[src/rtl/eisv_mtimer_pkg.sv]
// eisv_mtimer_pkg: register offsets, CTRL field positions, reset constants
// and the byte-lane merge helper shared by the machine-timer files.
package eisv_mtimer_pkg;

  // Word offsets (dmem_addr[4:2]) inside the 32-byte window
  localparam logic [2:0] MTIME_LO_OFS    = 3'd0;
  localparam logic [2:0] MTIME_HI_OFS    = 3'd1;
  localparam logic [2:0] MTIMECMP_LO_OFS = 3'd2;
  localparam logic [2:0] MTIMECMP_HI_OFS = 3'd3;
  localparam logic [2:0] CTRL_OFS        = 3'd4;

  // CTRL field positions
  localparam int CTRL_EN_BIT    = 0;
  localparam int CTRL_PRESC_LSB = 8;

  // Reset constants
  localparam logic [63:0] MTIMECMP_RST = 64'hFFFF_FFFF_FFFF_FFFF;
  localparam logic [31:0] CTRL_RST     = 32'h0000_0001;

  // Replace only the byte lanes whose enable bit is set
  function automatic logic [31:0] merge_be(input logic [31:0] old_val,
                                           input logic [31:0] new_val,
                                           input logic [3:0]  be);
    logic [31:0] res;
    res = old_val;
    for (int k = 0; k < 4; k++) begin
      if (be[k]) res[8*k +: 8] = new_val[8*k +: 8];
    end
    return res;
  endfunction

endpackage

[src/rtl/eisv_mtimer_if.sv]
// eisv_mtimer_if: data-memory port seen by the machine timer.
// master = core side, slave = timer side.
interface eisv_mtimer_if;
  logic [31:0] dmem_addr_i;
  logic        dmem_ren_i;
  logic        dmem_wen_i;
  logic [31:0] dmem_wdata_i;
  logic [3:0]  dmem_byte_enable_i;
  logic [31:0] dmem_rdata_o;
  logic        sel_o;

  modport master (
    output dmem_addr_i, dmem_ren_i, dmem_wen_i, dmem_wdata_i, dmem_byte_enable_i,
    input  dmem_rdata_o, sel_o
  );

  modport slave (
    input  dmem_addr_i, dmem_ren_i, dmem_wen_i, dmem_wdata_i, dmem_byte_enable_i,
    output dmem_rdata_o, sel_o
  );
endinterface

[src/rtl/eisv_mtimer_prescaler.sv]
// eisv_mtimer_prescaler: divides the core clock by PRESC+1 while enabled.
// tick is high for the one cycle in which the counter equals PRESC.
module eisv_mtimer_prescaler #(
  parameter int PRESC_W = 8
) (
  input  logic               clk,
  input  logic               rst,
  input  logic               en,
  input  logic [PRESC_W-1:0] presc,
  input  logic               clr,
  output logic               tick
);

  logic [PRESC_W-1:0] cnt;

  assign tick = en && (cnt == presc);

  // Counter: clear on request, wrap at PRESC, hold while disabled
  always_ff @(posedge clk or posedge rst) begin
    if (rst) begin
      cnt <= '0;
    end else if (clr) begin
      cnt <= '0;
    end else if (en) begin
      cnt <= tick ? '0 : cnt + PRESC_W'(1);
    end
  end

endmodule

[src/rtl/eisv_mtimer.sv]
// eisv_mtimer: memory-mapped RISC-V machine timer (mtime/mtimecmp) on the
// core data-memory port. Registered read data, byte-lane writes, level irq.
// Optional build macro: EISV_MTIMER_SNAPSHOT_EN (tear-free LO-then-HI mtime
// reads through a shadow of mtime[63:32]).
module eisv_mtimer
  import eisv_mtimer_pkg::*;
#(
  parameter logic [31:0] BASE_ADDR = 32'hFFFF_0000,
  parameter int          PRESC_W   = 8
) (
  input  logic             clk_i,
  input  logic             rst_i,
  eisv_mtimer_if.slave     bus,
  output logic             timer_irq_o
);

  logic               hit;
  logic [2:0]         ofs;
  logic               rd_hit;
  logic               wr_hit;
  logic               wr_mtime_lo;
  logic               wr_mtime_hi;
  logic               wr_cmp_lo;
  logic               wr_cmp_hi;
  logic               wr_ctrl;

  logic [63:0]        mtime;
  logic [63:0]        mtimecmp;
  logic               en;
  logic [PRESC_W-1:0] presc;

  logic [63:0]        mtime_next;
  logic [63:0]        mtimecmp_next;
  logic               en_next;
  logic [PRESC_W-1:0] presc_next;
  logic [31:0]        ctrl_val;
  logic [31:0]        rd_val;
  logic               tick;

  logic [31:0]        rdata;
  logic               sel;
  logic               irq;

`ifdef EISV_MTIMER_SNAPSHOT_EN
  logic [31:0]        shadow;
`endif

  assign hit         = (bus.dmem_addr_i[31:5] == BASE_ADDR[31:5]);
  assign ofs         = bus.dmem_addr_i[4:2];
  assign rd_hit      = hit && bus.dmem_ren_i;
  assign wr_hit      = hit && bus.dmem_wen_i;
  assign wr_mtime_lo = wr_hit && (ofs == MTIME_LO_OFS);
  assign wr_mtime_hi = wr_hit && (ofs == MTIME_HI_OFS);
  assign wr_cmp_lo   = wr_hit && (ofs == MTIMECMP_LO_OFS);
  assign wr_cmp_hi   = wr_hit && (ofs == MTIMECMP_HI_OFS);
  assign wr_ctrl     = wr_hit && (ofs == CTRL_OFS);

  // Prescaler restarts whenever software rewrites mtime or CTRL
  eisv_mtimer_prescaler #(
    .PRESC_W (PRESC_W)
  ) u_presc (
    .clk   (clk_i),
    .rst   (rst_i),
    .en    (en),
    .presc (presc),
    .clr   (wr_mtime_lo || wr_mtime_hi || wr_ctrl),
    .tick  (tick)
  );

  // Next-state of mtime/mtimecmp/CTRL: a write to either mtime half wins
  // over the tick and leaves the other half untouched (no carry)
  always_comb begin
    mtime_next    = mtime;
    mtimecmp_next = mtimecmp;
    en_next       = en;
    presc_next    = presc;

    if (wr_mtime_lo || wr_mtime_hi) begin
      if (wr_mtime_lo)
        mtime_next[31:0]  = merge_be(mtime[31:0], bus.dmem_wdata_i, bus.dmem_byte_enable_i);
      if (wr_mtime_hi)
        mtime_next[63:32] = merge_be(mtime[63:32], bus.dmem_wdata_i, bus.dmem_byte_enable_i);
    end else if (tick) begin
      mtime_next = mtime + 64'd1;
    end

    if (wr_cmp_lo)
      mtimecmp_next[31:0]  = merge_be(mtimecmp[31:0], bus.dmem_wdata_i, bus.dmem_byte_enable_i);
    if (wr_cmp_hi)
      mtimecmp_next[63:32] = merge_be(mtimecmp[63:32], bus.dmem_wdata_i, bus.dmem_byte_enable_i);

    if (wr_ctrl) begin
      if (bus.dmem_byte_enable_i[CTRL_EN_BIT / 8])
        en_next = bus.dmem_wdata_i[CTRL_EN_BIT];
      for (int i = 0; i < PRESC_W; i++) begin
        if (bus.dmem_byte_enable_i[(CTRL_PRESC_LSB + i) / 8])
          presc_next[i] = bus.dmem_wdata_i[CTRL_PRESC_LSB + i];
      end
    end
  end

  // CTRL image and read mux, both on pre-edge register values
  always_comb begin
    ctrl_val                              = '0;
    ctrl_val[CTRL_EN_BIT]                 = en;
    ctrl_val[CTRL_PRESC_LSB +: PRESC_W]   = presc;
    rd_val = '0;
    case (ofs)
      MTIME_LO_OFS:    rd_val = mtime[31:0];
`ifdef EISV_MTIMER_SNAPSHOT_EN
      MTIME_HI_OFS:    rd_val = shadow;
`else
      MTIME_HI_OFS:    rd_val = mtime[63:32];
`endif
      MTIMECMP_LO_OFS: rd_val = mtimecmp[31:0];
      MTIMECMP_HI_OFS: rd_val = mtimecmp[63:32];
      CTRL_OFS:        rd_val = ctrl_val;
      default:         rd_val = '0;
    endcase
  end

  // Register state, registered read response and registered compare
  always_ff @(posedge clk_i or posedge rst_i) begin
    if (rst_i) begin
      mtime    <= '0;
      mtimecmp <= MTIMECMP_RST;
      en       <= CTRL_RST[CTRL_EN_BIT];
      presc    <= CTRL_RST[CTRL_PRESC_LSB +: PRESC_W];
      rdata    <= '0;
      sel      <= 1'b0;
      irq      <= 1'b0;
    end else begin
      mtime    <= mtime_next;
      mtimecmp <= mtimecmp_next;
      en       <= en_next;
      presc    <= presc_next;
      rdata    <= rd_hit ? rd_val : '0;
      sel      <= rd_hit;
      irq      <= (mtime_next >= mtimecmp_next);
    end
  end

`ifdef EISV_MTIMER_SNAPSHOT_EN
  // Shadow of mtime[63:32]: captured by a MTIME_LO read, reloaded by a MTIME_HI write
  always_ff @(posedge clk_i or posedge rst_i) begin
    if (rst_i) begin
      shadow <= '0;
    end else if (wr_mtime_hi) begin
      shadow <= mtime_next[63:32];
    end else if (rd_hit && (ofs == MTIME_LO_OFS)) begin
      shadow <= mtime[63:32];
    end
  end
`endif

  assign bus.dmem_rdata_o = rdata;
  assign bus.sel_o        = sel;
  assign timer_irq_o      = irq;

endmodule

[src/flat_wrapper.sv]
// flat-port wrapper written by rule: the top's interface ports become plain ports
module eisv_mtimer_flat import eisv_mtimer_pkg::*;
#(
  parameter logic [31:0] BASE_ADDR = 32'hFFFF_0000,
  parameter int          PRESC_W   = 8
)
  (clk_i, rst_i, timer_irq_o, bus_dmem_addr_i, bus_dmem_ren_i, bus_dmem_wen_i, bus_dmem_wdata_i, bus_dmem_byte_enable_i, bus_dmem_rdata_o, bus_sel_o);
  eisv_mtimer_if bus_i ();
  input  logic clk_i;
  input  logic rst_i;
  output logic timer_irq_o;
  input wire logic [$bits(bus_i.dmem_addr_i)-1:0] bus_dmem_addr_i;
  input wire logic [$bits(bus_i.dmem_ren_i)-1:0] bus_dmem_ren_i;
  input wire logic [$bits(bus_i.dmem_wen_i)-1:0] bus_dmem_wen_i;
  input wire logic [$bits(bus_i.dmem_wdata_i)-1:0] bus_dmem_wdata_i;
  input wire logic [$bits(bus_i.dmem_byte_enable_i)-1:0] bus_dmem_byte_enable_i;
  output wire logic [$bits(bus_i.dmem_rdata_o)-1:0] bus_dmem_rdata_o;
  output wire logic [$bits(bus_i.sel_o)-1:0] bus_sel_o;
  assign bus_i.dmem_addr_i = bus_dmem_addr_i;
  assign bus_i.dmem_ren_i = bus_dmem_ren_i;
  assign bus_i.dmem_wen_i = bus_dmem_wen_i;
  assign bus_i.dmem_wdata_i = bus_dmem_wdata_i;
  assign bus_i.dmem_byte_enable_i = bus_dmem_byte_enable_i;
  assign bus_dmem_rdata_o = bus_i.dmem_rdata_o;
  assign bus_sel_o = bus_i.sel_o;
  eisv_mtimer #(.BASE_ADDR(BASE_ADDR), .PRESC_W(PRESC_W)) u_core (.clk_i(clk_i), .rst_i(rst_i), .bus(bus_i), .timer_irq_o(timer_irq_o));
endmodule
[config.mk]
export PLATFORM = sky130hd
export DESIGN_NAME = eisv_mtimer_flat
export DESIGN_NICKNAME = d
export VERILOG_FILES = /design/src/rtl/eisv_mtimer_pkg.sv /design/src/rtl/eisv_mtimer_if.sv /design/src/rtl/eisv_mtimer_prescaler.sv /design/src/rtl/eisv_mtimer.sv /design/src/flat_wrapper.sv
export SDC_FILE = /design/constraint.sdc
export NUM_CORES = 1
export LEC_CHECK = 0
export CAP_MARGIN = 25
export CELL_PAD_IN_SITES_DETAIL_PLACEMENT = 1
export CELL_PAD_IN_SITES_GLOBAL_PLACEMENT = 1
export CORE_UTILIZATION = 49
export DETAILED_ROUTE_END_ITERATION = 8
export GPL_TIMING_DRIVEN = 0
export PLACE_DENSITY_LB_ADDON = 0.1
export SETUP_SLACK_MARGIN = 0.5
export SLEW_MARGIN = 20
export SYNTH_ARGS = -nofsm -noshare
export SYNTH_HDL_FRONTEND = slang
export SYNTH_SLANG_ARGS = --single-unit
[constraint.sdc]
create_clock -name clk_i -period 16.8 [get_ports clk_i]
set_input_delay 3.36 -clock clk_i [delete_from_list [all_inputs] [get_ports clk_i]]
set_output_delay 3.36 -clock clk_i [all_outputs]
set_load 0.005 [all_outputs]
==> impl_metrics.json <==
{
  "vias": 10800,
  "outcome": "complete, no violations",
  "drt_first_pass_iters": 7,
  "finalSetupTns_ps": 0,
  "seqCellArea_mm2": 0.00456,
  "slew_viol_final": 0,
  "grt_pass1_wl_um": 64000,
  "track_usage": 0.379,
  "start_util": 0.501,
  "ant_nets": 0,
  "rows": 54,
  "dieArea_mm2": 0.0230,
  "net-switching-power_uw": 237,
  "synth_edf_count": 0,
  "wl_um": 42400,
  "antenna_found_initial": 2,
  "whs_ps": 527,
  "crit_path_end_kind": "flip-flop",
  "dieWidth_um": 152,
  "wire_per_inst_um": 26.9,
  "layout_setup_ws_ps": 8170,
  "first_iter_violations": 984,
  "synth_cell_types": 72,
  "critPathMaxFanout": 10,
  "cts_setup_buffers": 0,
  "gp_congestion": 0.963,
  "fin_skew_ps": 15.4,
  "fin_crit_sh": 0.513,
  "powerDensity_mw_per_mm2": 69.4,
  "clk_latency_ps": 460,
  "die_h_um": 152,
  "finalHoldViolations": 0,
  "worstPathArrival_ps": 8940,
  "synth.largest_area_cell": "dfrtp_1",
  "hp-class": "reg -> reg",
  "io_buffer_count": 99,
  "holdBufCountCts": 0,
  "grt_setup_unrepaired": "false",
  "syn_to_final_growth_pct": 18.2,
  "ctsResizeCount": 0,
  "synthArstFlopShare": 1.00,
  "ys_ff_latch": 179,
  "dp_slack_ps": 7840,
  "worst-slew-pin-transition_ps": 958,
  "ir_drop_mv": 0.0560,
  "fill_cells": 2487,
  "cts_sinks": 179,
  "yosys_warnings": 0,
  "finalNetCount": 1421,
  "worstPathRequired_ps": 17110,
  "clk_pin_slew_worst_paths_ps": 70,
  "pwr-share-clk": 0.461,
  "syn_inst": 1162,
  "final_common_cell": "dfrtp_1",
  "syn_nets": 1300,
  "post-route-util": 0.592,
  "synth.top_cell.area_share": 0.260,
  "drc": 0,
  "grt_overflow": 0,
  "cp-start-kind": "input port",
  "htreeDepth": 4,
  "cts_made_buffers": 17,
  "syn_avg_cell_area_um2": 9.44,
  "layout_common_cells": "dfrtp_1 (114), nor2_1 (103), clkdlybuf4s50_1 (99), a21oi_1 (88), inv_1 (73)",
  "p_seq_frac": 0.480,
  "period_minus_slack_ps": 8630,
  "ioPinCount": 106,
  "core_mm2": 0.0219,
  "multi_input_area_mm2": 0.00591,
  "clockBufferDepth": 2,
  "final-setup-viol-count": 0,
  "combPwrFrac": 0.059,
  "ys_seq_area_frac": 0.416,
  "detail_route.vias_per_cell": 6.82,
  "slew_headroom": 0.356,
  "hpwl_um": 31300,
  "grt_pass1_vias": 11000,
  "synth_area_leaders": "dfrtp_1 (26%), dfstp_2 (16%), ha_1 (7.5%)",
  "leakagePower_nw": 5.50,
  "drv_cap": 0,
  "grt_max_degree": 105,
  "synth_flop_cell": "dfrtp_1",
  "max_freq_ghz": 0.116,
  "tritoncts": "done",
  "crit_type": "in -> reg",
  "cts_root_buffer": "clkbuf_16",
  "swShare": 0.263,
  "syn_area_mm2": 0.0110,
  "drive_gt1_frac": 0.145,
  "power.internal_uw": 663
}
==> power groups by stage <==
stage / Combinational, mW / Clock [mW] / Sequential [mW]
5_1_grt: 0.0564 / 0.431 / 0.431
3_3_place_gp: 0.0502 / 0 / 0.439
6_report: 0.0534 / 0.415 / 0.431
4_1_cts: 0.0526 / 0.417 / 0.431
2_1_floorplan: 0.0183 / 0 / 0.439
3_5_place_dp: 0.0522 / 0 / 0.439
==> synth_stat cells (all sizes together), types with 10 or more instances <==
cell,n
nand4,39
o21ai,32
mux2i,40
a22oi,64
nand3,57
nor4,17
ha,66
dfstp,65
nor3,42
a211oi,30
and4,11
dfrtp,114
nand2,61
o22a,10
mux2,42
and3,33
a21oi,89
clkbuf,37
buf,17
nor2,105
inv,74
xnor2,10
==> cell type report <==
cell class,count,share of cell area
timing repair buffer,102,0.0796
sequential,179,0.352
tap,280,0.0270
clock inverter,15,0.0127
inverter,74,0.0220
multi-input combinational,855,0.456
buffer,54,0.0177
clock buffer,17,0.0328
antenna,1,0.000193
==> path summary, 6_finish.rpt <==
| check | start | end | slack (ps) | cells after the start |
|---|---|---|---|---|
| min reg2reg | u_core.mtimecmp[9] | u_core.mtimecmp[9] | 530 | 1 |
| min | u_core.mtimecmp[9] | u_core.mtimecmp[9] | 530 | 1 |
| max in group asynchronous | rst_i | u_core.mtimecmp[35] | 12530 | 3 |
| max | bus_dmem_addr_i[6] | u_core.timer_irq_o | 8170 | 16 |
| max reg2reg | u_core.mtime[4] | u_core.timer_irq_o | 11230 | 13 |
| min in group asynchronous | rst_i | u_core.u_presc.cnt[2] | 3340 | 2 |
==> logic make-up after synthesis <==
| family | after synthesis | synth area share |
|---|---|---|
| xor+xnor | 11 | 0.00878 |
| compound gates | 291 | 0.179 |
| fa+ha+maj | 66 | 0.0753 |
| flops | 179 | 0.416 |
| simple gates | 405 | 0.195 |
| buf+inv | 128 | 0.0462 |
| mux | 82 | 0.0796 |
==> state kept, by name, indices dropped and copies added, names as in the netlist <==
register	flops
u_core.timer_irq_o	1
u_core.bus.sel_o	1
u_core.bus.dmem_rdata_o	32
u_core.en	1
u_core.mtime	64
u_core.u_presc.cnt	8
u_core.presc	8
u_core.mtimecmp	64
==> routing by layer <==
layer,GRT usage,part of all wire,vias up
met5,0,0.00061,-
met4,0.171,0.039,4
met3,0.0958,0.098,131
met2,0.600,0.46,618
met1,0.486,0.40,5407
li1,-,-,4593
==> worst max-delay path, cell delays in order <==
cell             delay (ps)
clkdlybuf4s50_1         410
or4_1                   630
nor4_2                  480
nand4_1                 280
nor2_2                  590
buf_2                   430
buf_2                   370
nor2_1                  100
a211oi_1                400
ha_1                    320
and4_1                  210
a221oi_1                290
o21ai_0                 110
a21oi_1                 520
o31a_1                  290
o31ai_1                 120
==> stage by stage <==
step / power (mW) / area, µm² / cells
2_1_floorplan: 0.457 / 11000 / 1162
3_3_place_gp: 0.489 / 12300 / 1541
3_5_place_dp: 0.491 / 12400 / 1543
4_1_cts: 0.901 / 12900 / 1575
5_1_grt: 0.919 / 13000 / 1576
6_report: 0.899 / 13000 / 1577
(Power assumes the default switching activity.)
